`src/rtl/module_mux_display_if.sv`:
```
// rtl/module_mux_display_if.sv - digit/error inputs and segment/anode outputs of the display driver
interface module_mux_display_if #(
  parameter int N_DIG = 4,
  parameter int SEG_W = 7
);
  logic [N_DIG*SEG_W-1:0] siete_seg;
  logic [SEG_W-1:0]       error;
  logic                   swi;
  logic [SEG_W-1:0]       salida_mux;
  logic [N_DIG-1:0]       anodos;

  modport master (
    output siete_seg,
    output error,
    output swi,
    input  salida_mux,
    input  anodos
  );

  modport slave (
    input  siete_seg,
    input  error,
    input  swi,
    output salida_mux,
    output anodos
  );
endinterface

```
`src/rtl/module_mux_display.sv`:
```
// rtl/module_mux_display.sv - N_DIG time-multiplexed seven-segment driver with error override
// Optional blinking of the error pattern: define MODULE_MUX_DISPLAY_BLINK_EN.
module module_mux_display #(
  parameter int N_DIG       = 4,
  parameter int SEG_W       = 7,
  parameter int REFRESH_DIV = 50000,
  parameter int BLINK_TICKS = 64
) (
  input logic                clk,
  input logic                rst_n,
  module_mux_display_if.slave bus
);
  localparam int CNT_W = (REFRESH_DIV > 1) ? $clog2(REFRESH_DIV) : 1;
  localparam int IDX_W = (N_DIG > 1) ? $clog2(N_DIG) : 1;
  localparam logic [CNT_W-1:0] CNT_MAX = CNT_W'(REFRESH_DIV - 1);
  localparam logic [IDX_W-1:0] IDX_MAX = IDX_W'(N_DIG - 1);

  logic [CNT_W-1:0] cnt;
  logic             tick;
  logic [IDX_W-1:0] idx;
  logic [IDX_W-1:0] sel;
  logic [N_DIG-1:0] anod_nxt;
  logic [SEG_W-1:0] digit;
  logic [SEG_W-1:0] err_seg;
  logic             swi_meta;
  logic             swi_s;

  assign tick = (cnt == CNT_MAX);

  always_ff @(posedge clk or negedge rst_n) begin
    if (!rst_n) begin
      cnt <= '0;
    end else if (tick) begin
      cnt <= '0;
    end else begin
      cnt <= cnt + 1'b1;
    end
  end

  always_ff @(posedge clk or negedge rst_n) begin
    if (!rst_n) begin
      idx <= '0;
    end else if (tick) begin
      idx <= (idx == IDX_MAX) ? '0 : idx + 1'b1;
    end
  end

  // On a tick the slot being entered is idx, and idx moves on to the following
  // slot; the digit shown is therefore the one just behind idx.
  always_comb begin
    sel = (idx == '0) ? IDX_MAX : idx - 1'b1;
  end

  always_comb begin
    anod_nxt = '1;
    for (int k = 0; k < N_DIG; k++) begin
      anod_nxt[k] = (idx != IDX_W'(k));
    end
  end

  always_comb begin
    digit = '0;
    for (int k = 0; k < N_DIG; k++) begin
      if (sel == IDX_W'(k)) begin
        digit = bus.siete_seg[k*SEG_W +: SEG_W];
      end
    end
  end

  always_ff @(posedge clk or negedge rst_n) begin
    if (!rst_n) begin
      swi_meta <= 1'b0;
      swi_s    <= 1'b0;
    end else begin
      swi_meta <= bus.swi;
      swi_s    <= swi_meta;
    end
  end

`ifdef MODULE_MUX_DISPLAY_BLINK_EN
  localparam int BLK_W = (BLINK_TICKS > 1) ? $clog2(BLINK_TICKS) : 1;
  localparam logic [BLK_W-1:0] BLK_MAX = BLK_W'(BLINK_TICKS - 1);

  logic [BLK_W-1:0] blink_cnt;
  logic             blink_hidden;

  // Free-running phase: swi never restarts it, so the blink stays in step
  // with the refresh scan.
  always_ff @(posedge clk or negedge rst_n) begin
    if (!rst_n) begin
      blink_cnt    <= '0;
      blink_hidden <= 1'b0;
    end else if (tick) begin
      if (blink_cnt == BLK_MAX) begin
        blink_cnt    <= '0;
        blink_hidden <= ~blink_hidden;
      end else begin
        blink_cnt <= blink_cnt + 1'b1;
      end
    end
  end

  assign err_seg = blink_hidden ? '0 : bus.error;
`else
  assign err_seg = bus.error;
`endif

  always_ff @(posedge clk or negedge rst_n) begin
    if (!rst_n) begin
      bus.salida_mux <= '0;
      bus.anodos     <= '1;
    end else begin
      bus.salida_mux <= swi_s ? err_seg : digit;
      if (tick) begin
        bus.anodos <= anod_nxt;
      end
    end
  end
endmodule

```
`src/flat_wrapper.sv`:
```
// flat-port wrapper written by rule: the top's interface ports become plain ports
module module_mux_display_flat 
#(
  parameter int N_DIG       = 4,
  parameter int SEG_W       = 7,
  parameter int REFRESH_DIV = 50000,
  parameter int BLINK_TICKS = 64
)
  (clk, rst_n, bus_siete_seg, bus_error, bus_swi, bus_salida_mux, bus_anodos);
  module_mux_display_if #(.N_DIG(N_DIG), .SEG_W(SEG_W)) bus_i ();
  input logic clk;
  input logic rst_n;
  input wire logic [$bits(bus_i.siete_seg)-1:0] bus_siete_seg;
  input wire logic [$bits(bus_i.error)-1:0] bus_error;
  input wire logic [$bits(bus_i.swi)-1:0] bus_swi;
  output wire logic [$bits(bus_i.salida_mux)-1:0] bus_salida_mux;
  output wire logic [$bits(bus_i.anodos)-1:0] bus_anodos;
  assign bus_i.siete_seg = bus_siete_seg;
  assign bus_i.error = bus_error;
  assign bus_i.swi = bus_swi;
  assign bus_salida_mux = bus_i.salida_mux;
  assign bus_anodos = bus_i.anodos;
  module_mux_display #(.N_DIG(N_DIG), .SEG_W(SEG_W), .REFRESH_DIV(REFRESH_DIV), .BLINK_TICKS(BLINK_TICKS)) u_core (.clk(clk), .rst_n(rst_n), .bus(bus_i));
endmodule
```
`config.mk`:
```
export PLATFORM = sky130hd
export DESIGN_NAME = module_mux_display_flat
export DESIGN_NICKNAME = d
export VERILOG_FILES = /design/src/rtl/module_mux_display_if.sv /design/src/rtl/module_mux_display.sv /design/src/flat_wrapper.sv
export SDC_FILE = /design/constraint.sdc
export NUM_CORES = 1
export LEC_CHECK = 0
export ABC_AREA = 0
export BUFFER_PORTS_ARGS = -buffer_cell sky130_fd_sc_hd__buf_2
export CORE_ASPECT_RATIO = 1.1
export CORE_UTILIZATION = 45
export CTS_CLUSTER_SIZE = 20
export DETAILED_ROUTE_END_ITERATION = 10
export PLACE_DENSITY = 0.8
export SLEW_MARGIN = 30
export SYNTH_ARGS = -nofsm -noshare
export SYNTH_HDL_FRONTEND = slang
export SYNTH_SLANG_ARGS = --single-unit
```
`constraint.sdc`:
```
create_clock -name clk -period 1.6 [get_ports clk]
set_input_delay 0 -clock clk [delete_from_list [all_inputs] [get_ports clk]]
set_output_delay 0 -clock clk [all_outputs]
set_load 0.01 [all_outputs]
```
======== Word level (Yosys, flattened, before mapping) ========
Cells that the tools add are included.
Widths: inputs -> output; s select.
cells by class
  add/sub/neg operators ................... 3
  equal/unequal tests ..................... 8
  muxes and demuxes ....................... 8
  reduce and logical (&&, ||, !) cells .... 3
operator list
  kind                   number
  $mux 7                 5
  $add 16x1->16 const B  1
  $eq 16x16->1 const B   1
  $mux 16                1
  $eq 2x2->1 const B     3
  $logic_not 2->1        2
  $mux 2                 2
  $ne 2x2->1 const B     2
  $add 2x1->2 const B    1
  $eq 2x1->1 const B     1
  $ne 2x1->1 const B     1
  $reduce_bool 2->1      1
  $sub 2x1->2 const B    1
storage, ports and cells
  register bits after elaboration ......... 31

======== Logic depth before layout (Yosys ltp) ========
Gate-level depths: netlist of the first run.
  depth in word-level cells ............... 8
  gate-level depth with buffers ........... 7

======== Least setup slack after synthesis of the first run ========
No wires, ideal clock.
  path kind ............................... flip-flop to flip-flop
  start ................................... reg u_core.idx[0]
  end ..................................... reg u_core.bus.salida_mux[0]
  library setup time ...................... 0.126 ns
  arrival ................................. 1.487 ns
  required time ........................... 1.474 ns
  slack ................................... -0.013 ns
  cell stages (with the launch flop) ...... 8
  path buffers ............................ 1
  cells stage by stage .................... dfrtp_1 > inv_1 > ha_1 > buf_2 > nor2b_1 > a221oi_1 > nor3_1 > a221o_1
on the way
  word-level cells in the longest chain between the ends .. 8
  elaborated cells between the ends (all ways) .. 12
ends and longest elaborated chain
  what                                            line                         RTL
  from (decl)                                     module_mux_display.sv:20     logic [IDX_W-1:0] idx;
  from (signal assigned)                          module_mux_display.sv:44     idx <= (idx == IDX_MAX) ? '0 : idx + 1'b1;
  $sub 2x1->2 or $logic_not 2->1 (tied branches)  module_mux_display.sv:51     sel = (idx == '0) ? IDX_MAX : idx - 1'b1;
  $mux 2 (*)                                      module_mux_display.sv:51
  $logic_not 2->1                                 module_mux_display.sv:64     if (sel == IDX_W'(k)) begin
  $mux 7 (3 in series)                            module_mux_display.sv:64
  $mux 7 (*)                                      module_mux_display.sv:64
  $mux 7 (*)                                      module_mux_display.sv:113    bus.salida_mux <= swi_s ? err_seg : digit;
  to (signal assigned)                            module_mux_display.sv:113
  to (decl)                                       module_mux_display_if.sv:24  output salida_mux,
Every way passes the cells marked *; elsewhere a longest branch is shown, timed or not.
A chain may end at the register's enable or synchronous reset.

======== Worst setup path after layout of the first run ========
  start ................................... reg u_core.idx[1]
  end ..................................... reg u_core.bus.salida_mux[6]
Same word-level chain as after synthesis.

==> flow_metrics.env, run 1 <==
export IMPL_dp_cells=243
export IMPL_gp_congestion=0.9453
export IMPL_cts_htree_levels=2
export IMPL_firstDrtPassIters=4
export IMPL_synthTopCellsByArea="dfrtp_1 43%, dfstp_2 6.7%, ha_1 5.6%, xnor2_1 4.4%, a221o_1 3.8%"
export IMPL_rsz0062_at_grt="true"
export IMPL_drt_met1_wl_mm=1.763
export IMPL_post_route_min_period_ps=1588
export IMPL_dieWidth_um=58.46
export IMPL_ir_drop_mv=0.8558
export IMPL_die_area_um2=3747
export IMPL_final_layout_size_suffix_gt1_share_pct=46.26
export IMPL_viasPerCell=5.135
export IMPL_yosysWarnings=0
export IMPL_p_leak_nw=1.058
export IMPL_outcome="completed"
export IMPL_crit_arrival_ps=1820
export IMPL_postSynthNetCount=191
export IMPL_slew_limit_headroom_pct=54.91
export IMPL_overflow=0
export IMPL_max_slew_worst_pin_slew_ps=676.4
export IMPL_track_usage_pct=21.64
export IMPL_syn_area_um2=1578
export IMPL_area_delta_synth_final_pct=51.47
export IMPL_synth_cells=146
export IMPL_grt_pass1_vias=1346
export IMPL_critical_path_max_fanout=6
export IMPL_critPathKind="flop to flop"
export IMPL_slew_viol_final=0
export IMPL_worstSkewPairLatency_ps=340
export IMPL_wl_mm=4.122
export IMPL_grt_pass1_wl_mm=6.023
export IMPL_setup_tns_ps=0
export IMPL_critical_path_top_delay_family="compound AO/OA/AOI/OAI gates"
export IMPL_cts_sinks=31
export IMPL_layout_commonest_cell="buf_2"
export IMPL_cts_tree="yes"
export IMPL_crit_buf_inv=1
export IMPL_clockBufferDepth=2
export IMPL_start_kind="flop"
export IMPL_vias=1412
export IMPL_routedWlPerCell_um=14.99
export IMPL_path_cells="inv_4 > ha_4 > nor2b_4 > a221oi_4 > nor3_2 > a221o_1"
export IMPL_antenna_found_initial=0
export IMPL_fmax_mhz=629.7
export IMPL_ys_types=33
export IMPL_cp_end_kind="flop"
export IMPL_cp_required_ps=1830
export IMPL_ant_nets=0
export IMPL_antenna_cells=0
export IMPL_yosysTopAreaCellShare_pct=42.82
export IMPL_cap_violations=0
export IMPL_fin_crit_sh_pct=99.25
export IMPL_grt_max_degree=32
export IMPL_avgSynthCellArea_um2=10.81
export IMPL_initial_core_util_pct=47.37
export IMPL_top_layer_used="met4"
export IMPL_cts_buffers=5
export IMPL_hpwl_mm=2.423
export IMPL_drt_initial_drc_count=81
export IMPL_fin_cells=275
export IMPL_nNetsFinal=271
export IMPL_p_per_area_nw_per_um2=673.4
export IMPL_hp_class="input pin to flop"
export IMPL_cp_slowest_stage_delay_ps=470
export IMPL_layout_common_cells="48 x buf_2, 25 x dfrtp_1, 17 x dlygate4sd3_1, 11 x nor2_1, 11 x buf_4"
export IMPL_core_um2=3331
export IMPL_setup_viol=0
export IMPL_ys_seq_area_share_pct=49.48
export IMPL_path_clk_slew_ps=110
export IMPL_port_buffers=48
export IMPL_synth_seq_cells=31
export IMPL_fin_skew_ps=21.68
export IMPL_dr_wl_met2_mm=1.947
export IMPL_placed_cell_area_um2=1898
export IMPL_route_met3_wl_um=295
export IMPL_synth_top_area_cell="dfrtp_1"
export IMPL_die_y_um=64.11
export IMPL_drc=0
export IMPL_totalPowerFinal_mw=1.609
export IMPL_ioPinCount=49
export IMPL_finalHoldViolations=0
export IMPL_cts_root_buffer="clkbuf_4"
export IMPL_row_count=22
export IMPL_cp_slowest_cell="dfrtp_2"
export IMPL_design_area_um2=2390
[worst reg2reg max path, stage by stage, from the launching register on]
cell and delay (ps):
dfrtp_2 470, inv_4 70, ha_4 160, nor2b_4 170, a221oi_4 260, nor3_2 60
a221o_1 280
[cells by family (layout without fill, tap and decap cells)]
family	Yosys count	after routing	synth area share, %
xor gates and xnor gates	14	14	7.772
adders and majority gates	7	7	5.551
buffers and inverters	11	92	3.014
and+or+nand+nor	60	60	23.32
DFF	31	31	49.48
AOI/OAI and AO/OA	23	23	10.86
[registers in the layout (all words and copies together) (netlist names)]
register               count
u_core.bus.salida_mux      7
u_core.swi_s               1
u_core.idx                 2
u_core.bus.anodos          4
u_core.swi_meta            1
u_core.cnt                16
[routing by layer]
layer / vias up / GRT usage [%]
met5: - / 0
met4: 0 / 6.845
met2: 60 / 36.64
li1: 688 / -
met3: 10 / 8.097
met1: 654 / 25.03
[power breakdown]
part / switching, mW / internal, mW / leakage [nW]
registers: 0.00577 / 0.799 / 0.382
logic: 0.0690 / 0.0814 / 0.628
clock network: 0.285 / 0.369 / 0.0482
total: 0.359 / 1.25 / 1.06
[metrics by stage]
stage	hold WS, ps	utilization, %	setup slack (ps)
floorplan	-295.6	-	37.80
global placement	74.48	56.99	-58.08
detailed placement	77.12	56.99	-113.7
CTS	20.96	65.40	-28.83
global route	26.27	71.75	-42.80
finish	16.53	71.75	11.96
[path summary, 6_finish.rpt]
kind | cells past startpoint | start | slack (ps) | end
setup / recovery | 6 | u_core.idx[1] | 10 | u_core.bus.salida_mux[6]
hold / removal | 4 | bus_siete_seg[16] | 20 | u_core.bus.salida_mux[2]
setup reg to reg | 6 | u_core.idx[1] | 10 | u_core.bus.salida_mux[6]
hold reg to reg | 0 | u_core.swi_meta | 340 | u_core.swi_s
max in group asynchronous | 2 | rst_n | 900 | u_core.idx[1]
min in group asynchronous | 2 | rst_n | 220 | u_core.bus.salida_mux[5]
[layout make-up]
| cell class | instances | area, um2 |
|---|---|---|
| fill | 206 | 940.9 |
| timing repair buffer | 78 | 515.5 |
| clock buffer | 6 | 51.30 |
| multi-input combinational | 104 | 919.6 |
| inverter | 6 | 25.02 |
| tap | 48 | 60.06 |
| clock inverter | 2 | 35.03 |
| sequential | 31 | 783.3 |
[synthesized netlist by cell type, drive strengths merged]
cell type	number
a221o	6
nor3	10
nand4	4
o21ai	9
dfstp	4
and4bb	1
nand3	7
nand2	8
and3	1
buf	3
or3	1
and4	1
and2	1
nor4	4
ha	7
xor2	6
dfrtp	27
clkbuf	2
inv	6
or2	1
a21oi	2
nor2b	8
a221oi	6
nor2	12
xnor2	8
and4b	1
[timing repair]
| action | in CTS | in global routing |
|---|---|---|
| hold buffers | 17 | 0 |
| setup endpoints to repair | 6 | 6 |
| buffers inserted | 0 | 7 |
| resized for setup | 6 | 28 |
| hold endpoints to repair | 35 | 0 |
| pin swaps | 0 | 8 |
No activity file was read; power rests on OpenSTA's default activity.
==> run 2, diff against run 1 <==
CTS_CLUSTER_DIAMETER = 50   (was not set)
MAX_ROUTING_LAYER = met4   (was not set)
==> run 2 against run 1 <==
- clock skew about the same
- sequential cell count unchanged
- highest routed layer unchanged
- largest cell class unchanged
- non-clock buffer count did not move
==> flow_metrics.env, run 2 (synthesis gave the netlist of run 1 again) <==
export IMPL_design_area_um2=2390
export IMPL_fillers=206
export IMPL_core_um2=3331
export IMPL_clkPwrFrac_pct=40.6
export IMPL_placed_cell_area_um2=1898
export IMPL_hp_class="input pin to flop"
export IMPL_place_ws_ps=-113.7
export IMPL_top_regs="u_core.cnt (16), u_core.bus.salida_mux (7), u_core.bus.anodos (4)"
export IMPL_fin_ws_ps=7.652
export IMPL_die_y_um=64.11
export IMPL_seq_power_share_pct=50.1
export IMPL_p_leak_nw=1.058
export IMPL_layout_commonest_cell="buf_2"
export IMPL_fin_skew_ps=21.29
export IMPL_grt_pass1_vias=1346
export IMPL_worstReg2RegStart="u_core.idx[1]"
export IMPL_area_delta_synth_final_pct=51.47
export IMPL_track_usage_pct=22.23
export IMPL_grt_pass1_wl_mm=6.023
export IMPL_dieWidth_um=58.46
export IMPL_start_kind="flop"
export IMPL_cp_slowest_cell="dfrtp_2"
export IMPL_crit_arrival_ps=1820
export IMPL_fmax_mhz=628.0
export IMPL_dp_cells=243
export IMPL_grt_util_met1_pct=25.03
export IMPL_cts_root_buffer="clkbuf_4"
export IMPL_totalPowerFinal_mw=1.607
export IMPL_cts_buffers=5
export IMPL_slew_limit_headroom_pct=54.34
export IMPL_final_layout_size_suffix_gt1_share_pct=46.26
export IMPL_antenna_found_initial=0
export IMPL_startpoint="u_core.idx[1]"
export IMPL_p_int_mw=1.250
export IMPL_cap_violations=0
export IMPL_cp_slowest_stage_delay_ps=480
export IMPL_p_per_area_nw_per_um2=672.5
export IMPL_pwr_share_comb_pct=9.4
export IMPL_antenna_cells=0
export IMPL_rsz0062_at_grt="true"
export IMPL_worstSkewPairLatency_ps=340
export IMPL_initial_core_util_pct=47.37
export IMPL_switching_share_pct=22.24
export IMPL_wl_mm=4.130
export IMPL_cts_sinks=31
export IMPL_grtUsageMet3_pct=8.097
export IMPL_ir_drop_mv=0.8558
export IMPL_r2r_cells=6
export IMPL_drt_initial_drc_count=70
export IMPL_cp_end_kind="flop"
export IMPL_top_usage_layer="met2"
export IMPL_clockBufferDepth=2
export IMPL_switchingPower_mw=0.3574
export IMPL_critical_path_max_fanout=6
export IMPL_cts_htree_levels=2
export IMPL_fin_crit_sh_pct=99.52
export IMPL_layout_common_cells="48 x buf_2, 25 x dfrtp_1, 17 x dlygate4sd3_1, 11 x nor2_1, 11 x buf_4"
export IMPL_top_register="u_core.cnt"
export IMPL_grt_max_degree=32
export IMPL_row_count=22
export IMPL_slew_viol_final=0
export IMPL_critPathKind="flop to flop"
export IMPL_overflow=0
export IMPL_ioPinCount=49
export IMPL_firstDrtPassIters=4
export IMPL_drc=0
export IMPL_fin_cells=275
export IMPL_cp_required_ps=1830
export IMPL_r2r_end="u_core.bus.salida_mux[6]"
export IMPL_routedWlPerCell_um=15.02
export IMPL_hpwl_mm=2.423
export IMPL_post_route_min_period_ps=1592
export IMPL_multi_input_area_um2=919.6
export IMPL_cts_tree="yes"
export IMPL_reg2reg_slack_ps=8
export IMPL_outcome="completed"
export IMPL_die_area_um2=3747
export IMPL_setup_viol=0
export IMPL_largest_reg_flops=16
export IMPL_vias=1419
export IMPL_finalHoldViolations=0
export IMPL_viasPerCell=5.160
export IMPL_nNetsFinal=271
export IMPL_endpoint="u_core.bus.salida_mux[6]"
export IMPL_path_clk_slew_ps=110
export IMPL_max_slew_worst_pin_slew_ps=684.9
export IMPL_path_cells="inv_4 > ha_4 > nor2b_4 > a221oi_4 > nor3_2 > a221o_1"
export IMPL_layout_area_seq_um2=783.3
export IMPL_grt_util_met2_pct=36.64
export IMPL_port_buffers=48
export IMPL_ant_nets=0
export IMPL_gp_congestion=0.9624
-- run 2: cell counts in the layout (fill, tap and decap cells not counted) --
No cell type changed its count.
-- run 2: per-layer routing --
metal,vias up,wire (um)
met1,658,1740
met5,-,0
met4,0,116
met2,65,1943
met3,10,329
li1,686,-
-- run 2: area by class of cell --
type                    instances  area share (%)
well taps                      48           2.513
clock buffers                   6           2.147
clock inverters                 2           1.466
repair buffers                 78           21.57
inverters                       6           1.047
multi-input cells             104           38.48
flip-flops and latches         31           32.77
-- run 2: power by group through the flow --
stage / clock [mW] / sequential [mW] / combinational, mW
floorplan: 0 / 0.826 / 0.0189
global placement: 0 / 0.818 / 0.107
detailed placement: 0 / 0.818 / 0.105
CTS: 0.671 / 0.803 / 0.139
global route: 0.705 / 0.806 / 0.163
finish: 0.652 / 0.805 / 0.150
-- run 2: timing repair --
item	in CTS	in global routing
pin swaps	0	8
buffers inserted	0	7
setup endpoints to repair	6	6
hold buffers	17	0
resized for setup	6	28
hold endpoints to repair	35	0
-- run 2: how the worst min path moves through the flow --
stage	from	end	depth (start not counted)
after floorplan	rst_n	u_core.bus.salida_mux[0]	0
after global placement	rst_n	u_core.bus.salida_mux[4]	1
after detailed placement	rst_n	u_core.bus.salida_mux[5]	1
after CTS	bus_siete_seg[16]	u_core.bus.salida_mux[2]	4
after global routing	bus_siete_seg[17]	u_core.bus.salida_mux[3]	4
final	bus_siete_seg[16]	u_core.bus.salida_mux[2]	4
-- run 2: worst max-delay path, delay by kind of cell, from the launching register on --
family                     cells  cell delay (ps)
AOI/OAI and AO/OA              2              540
and+or+nand+nor                2              220
adders and majority gates      1              160
DFF                            1              480
buffers and inverters          1               70
-- run 2: per-stage QoR --
step / setup TNS (ps) / hold slack [ps] / util (%)
6_report: 0 / 20.27 / 71.75
3_3_place_gp: -152.2 / 74.48 / 56.99
4_1_cts: -76.46 / 20.96 / 65.40
3_5_place_dp: -546.9 / 77.12 / 56.99
2_1_floorplan: 0 / -295.6 / -
5_1_grt: -173.5 / 26.93 / 71.75
==> run 3, diff against run 2 <==
RECOVER_POWER = 50   (was not set)
==> run 3 against run 2 <==
- combinational power is essentially flat
- final area shrank 0.10%
- critical path depth is the same
- worst hold slack lost 3.2 ps
- largest cell class unchanged
- highest routed layer unchanged
==> flow_metrics.env, run 3 (synthesis gave the netlist of run 1 again) <==
export IMPL_setup_tns_ps=0
export IMPL_fin_cells=275
export IMPL_fin_skew_ps=21.28
export IMPL_clockBufferDepth=2
export IMPL_firstDrtPassIters=4
export IMPL_grt_max_degree=32
export IMPL_max_slew_worst_pin_slew_ps=761.9
export IMPL_largest_reg_flops=16
export IMPL_grt_pass1_vias=1346
export IMPL_place_ws_ps=-113.7
export IMPL_cap_violations=0
export IMPL_top_regs="u_core.cnt (16), u_core.bus.salida_mux (7), u_core.bus.anodos (4)"
export IMPL_critPathKind="flop to flop"
export IMPL_rsz0062_at_grt="true"
export IMPL_cts_root_buffer="clkbuf_4"
export IMPL_fillers=208
export IMPL_path_clk_slew_ps=110
export IMPL_totalPowerFinal_mw=1.607
export IMPL_critical_path_max_fanout=6
export IMPL_port_buffers=48
export IMPL_fin_crit_sh_pct=99.42
export IMPL_cp_slowest_stage_delay_ps=480
export IMPL_die_y_um=64.11
export IMPL_area_delta_synth_final_pct=51.31
export IMPL_ant_nets=0
export IMPL_layout_commonest_cell="buf_2"
export IMPL_final_layout_size_suffix_gt1_share_pct=45.37
export IMPL_dieWidth_um=58.46
export IMPL_cp_required_ps=1830
export IMPL_ir_drop_mv=0.8558
export IMPL_hpwl_mm=2.423
export IMPL_outcome="completed"
export IMPL_antenna_found_initial=0
export IMPL_start_kind="flop"
export IMPL_row_count=22
export IMPL_fmax_mhz=628.6
export IMPL_overflow=0
export IMPL_crit_arrival_ps=1820
export IMPL_crit_buf_inv=1
export IMPL_cp_slowest_cell="dfrtp_2"
export IMPL_viasPerCell=5.127
export IMPL_p_per_area_nw_per_um2=673.0
export IMPL_path_cells="inv_4 > ha_4 > nor2b_4 > a221oi_2 > nor3_2 > a221o_1"
export IMPL_critical_path_top_delay_family="compound AO/OA/AOI/OAI gates"
export IMPL_drc=0
export IMPL_wl_mm=4.125
export IMPL_die_area_um2=3747
export IMPL_worstSkewPairLatency_ps=340
export IMPL_cts_sinks=31
export IMPL_initial_core_util_pct=47.37
export IMPL_core_um2=3331
export IMPL_track_usage_pct=22.23
export IMPL_grt_pass1_wl_mm=6.023
export IMPL_slew_limit_headroom_pct=49.21
export IMPL_top_register="u_core.cnt"
export IMPL_cts_buffers=5
export IMPL_post_route_min_period_ps=1591
export IMPL_gp_congestion=0.9624
export IMPL_antenna_cells=0
export IMPL_finalHoldViolations=0
export IMPL_nNetsFinal=271
export IMPL_setup_viol=0
export IMPL_cts_htree_levels=2
export IMPL_cts_tree="yes"
export IMPL_dp_cells=243
export IMPL_hp_class="input pin to flop"
export IMPL_drt_initial_drc_count=68
export IMPL_ioPinCount=49
export IMPL_vias=1410
export IMPL_slew_viol_final=0
export IMPL_cp_end_kind="flop"
export IMPL_routedWlPerCell_um=15.00
export IMPL_p_leak_nw=1.053
export IMPL_layout_common_cells="45 x buf_2, 25 x dfrtp_1, 17 x dlygate4sd3_1, 11 x nor2_1, 11 x buf_4"
export IMPL_fin_ws_ps=9.252
## run 3: changes by cell type in the layout (fill, tap and decap cells not counted)
cell      delta
buf_2        -3
clkbuf_1     +2
clkbuf_2     +1
## run 3: metal layers
metal	global-route usage [%]	vias to the layer above	routed length (um)
li1	-	686	-
met1	25.03	653	1747
met2	36.64	61	1942
met3	8.097	10	318
met4	6.845	0	116
met5	-	-	0
## run 3: repair_timing
action                                  in CTS  in global routing
gates resized for setup                      6                 28
setup buffers                                0                  7
pin swaps                                    0                  8
hold buffers                                17                  0
endpoints found under the setup margin       6                  6
endpoints found under the hold margin       35                  0
## run 3: path summary, 6_finish.rpt
kind | start | end | slack [ps] | cells past startpoint
max in group asynchronous | rst_n | u_core.idx[1] | 810 | 2
worst max-delay path | u_core.idx[1] | u_core.bus.salida_mux[1] | 9 | 6
worst min register to register | u_core.swi_meta | u_core.swi_s | 340 | 0
min in group asynchronous | rst_n | u_core.bus.salida_mux[5] | 260 | 2
worst max register to register | u_core.idx[1] | u_core.bus.salida_mux[1] | 9 | 6
worst min-delay path | bus_siete_seg[16] | u_core.bus.salida_mux[2] | 20 | 4
## run 3: cell type report
| class | count | area, um2 | share of cell area (%) |
|---|---|---|---|
| Multi-Input combinational cell | 104 | 919.6 | 38.52 |
| Sequential cell | 31 | 783.3 | 32.81 |
| Tap cell | 48 | 60.06 | 2.516 |
| Clock buffer | 6 | 51.30 | 2.149 |
| Timing Repair Buffer | 78 | 513.0 | 21.49 |
| Inverter | 6 | 25.02 | 1.048 |
| Clock inverter | 2 | 35.03 | 1.468 |
## run 3: worst reg2reg max path, stage by stage (launching register included)
cell and delay (ps):
dfrtp_2 480, inv_4 70, ha_4 160, nor2b_4 170
a221oi_2 270, nor3_2 80, a221o_1 260
## run 3: metrics by stage
| step | hold WS [ps] | util (%) | area [um2] |
|---|---|---|---|
| 5_1_grt | 26.93 | 71.68 | 2387 |
| 3_5_place_dp | 77.12 | 56.99 | 1898 |
| 3_3_place_gp | 74.48 | 56.99 | 1898 |
| 2_1_floorplan | -295.6 | - | 1578 |
| 6_report | 17.11 | 71.68 | 2387 |
| 4_1_cts | 20.96 | 65.40 | 2178 |
## run 3: where the power goes
part           switching [mW]  internal (mW)  leakage [nW]
Combinational          0.0690         0.0803         0.622
Sequential            0.00590          0.799         0.382
Clock                   0.283          0.369        0.0482
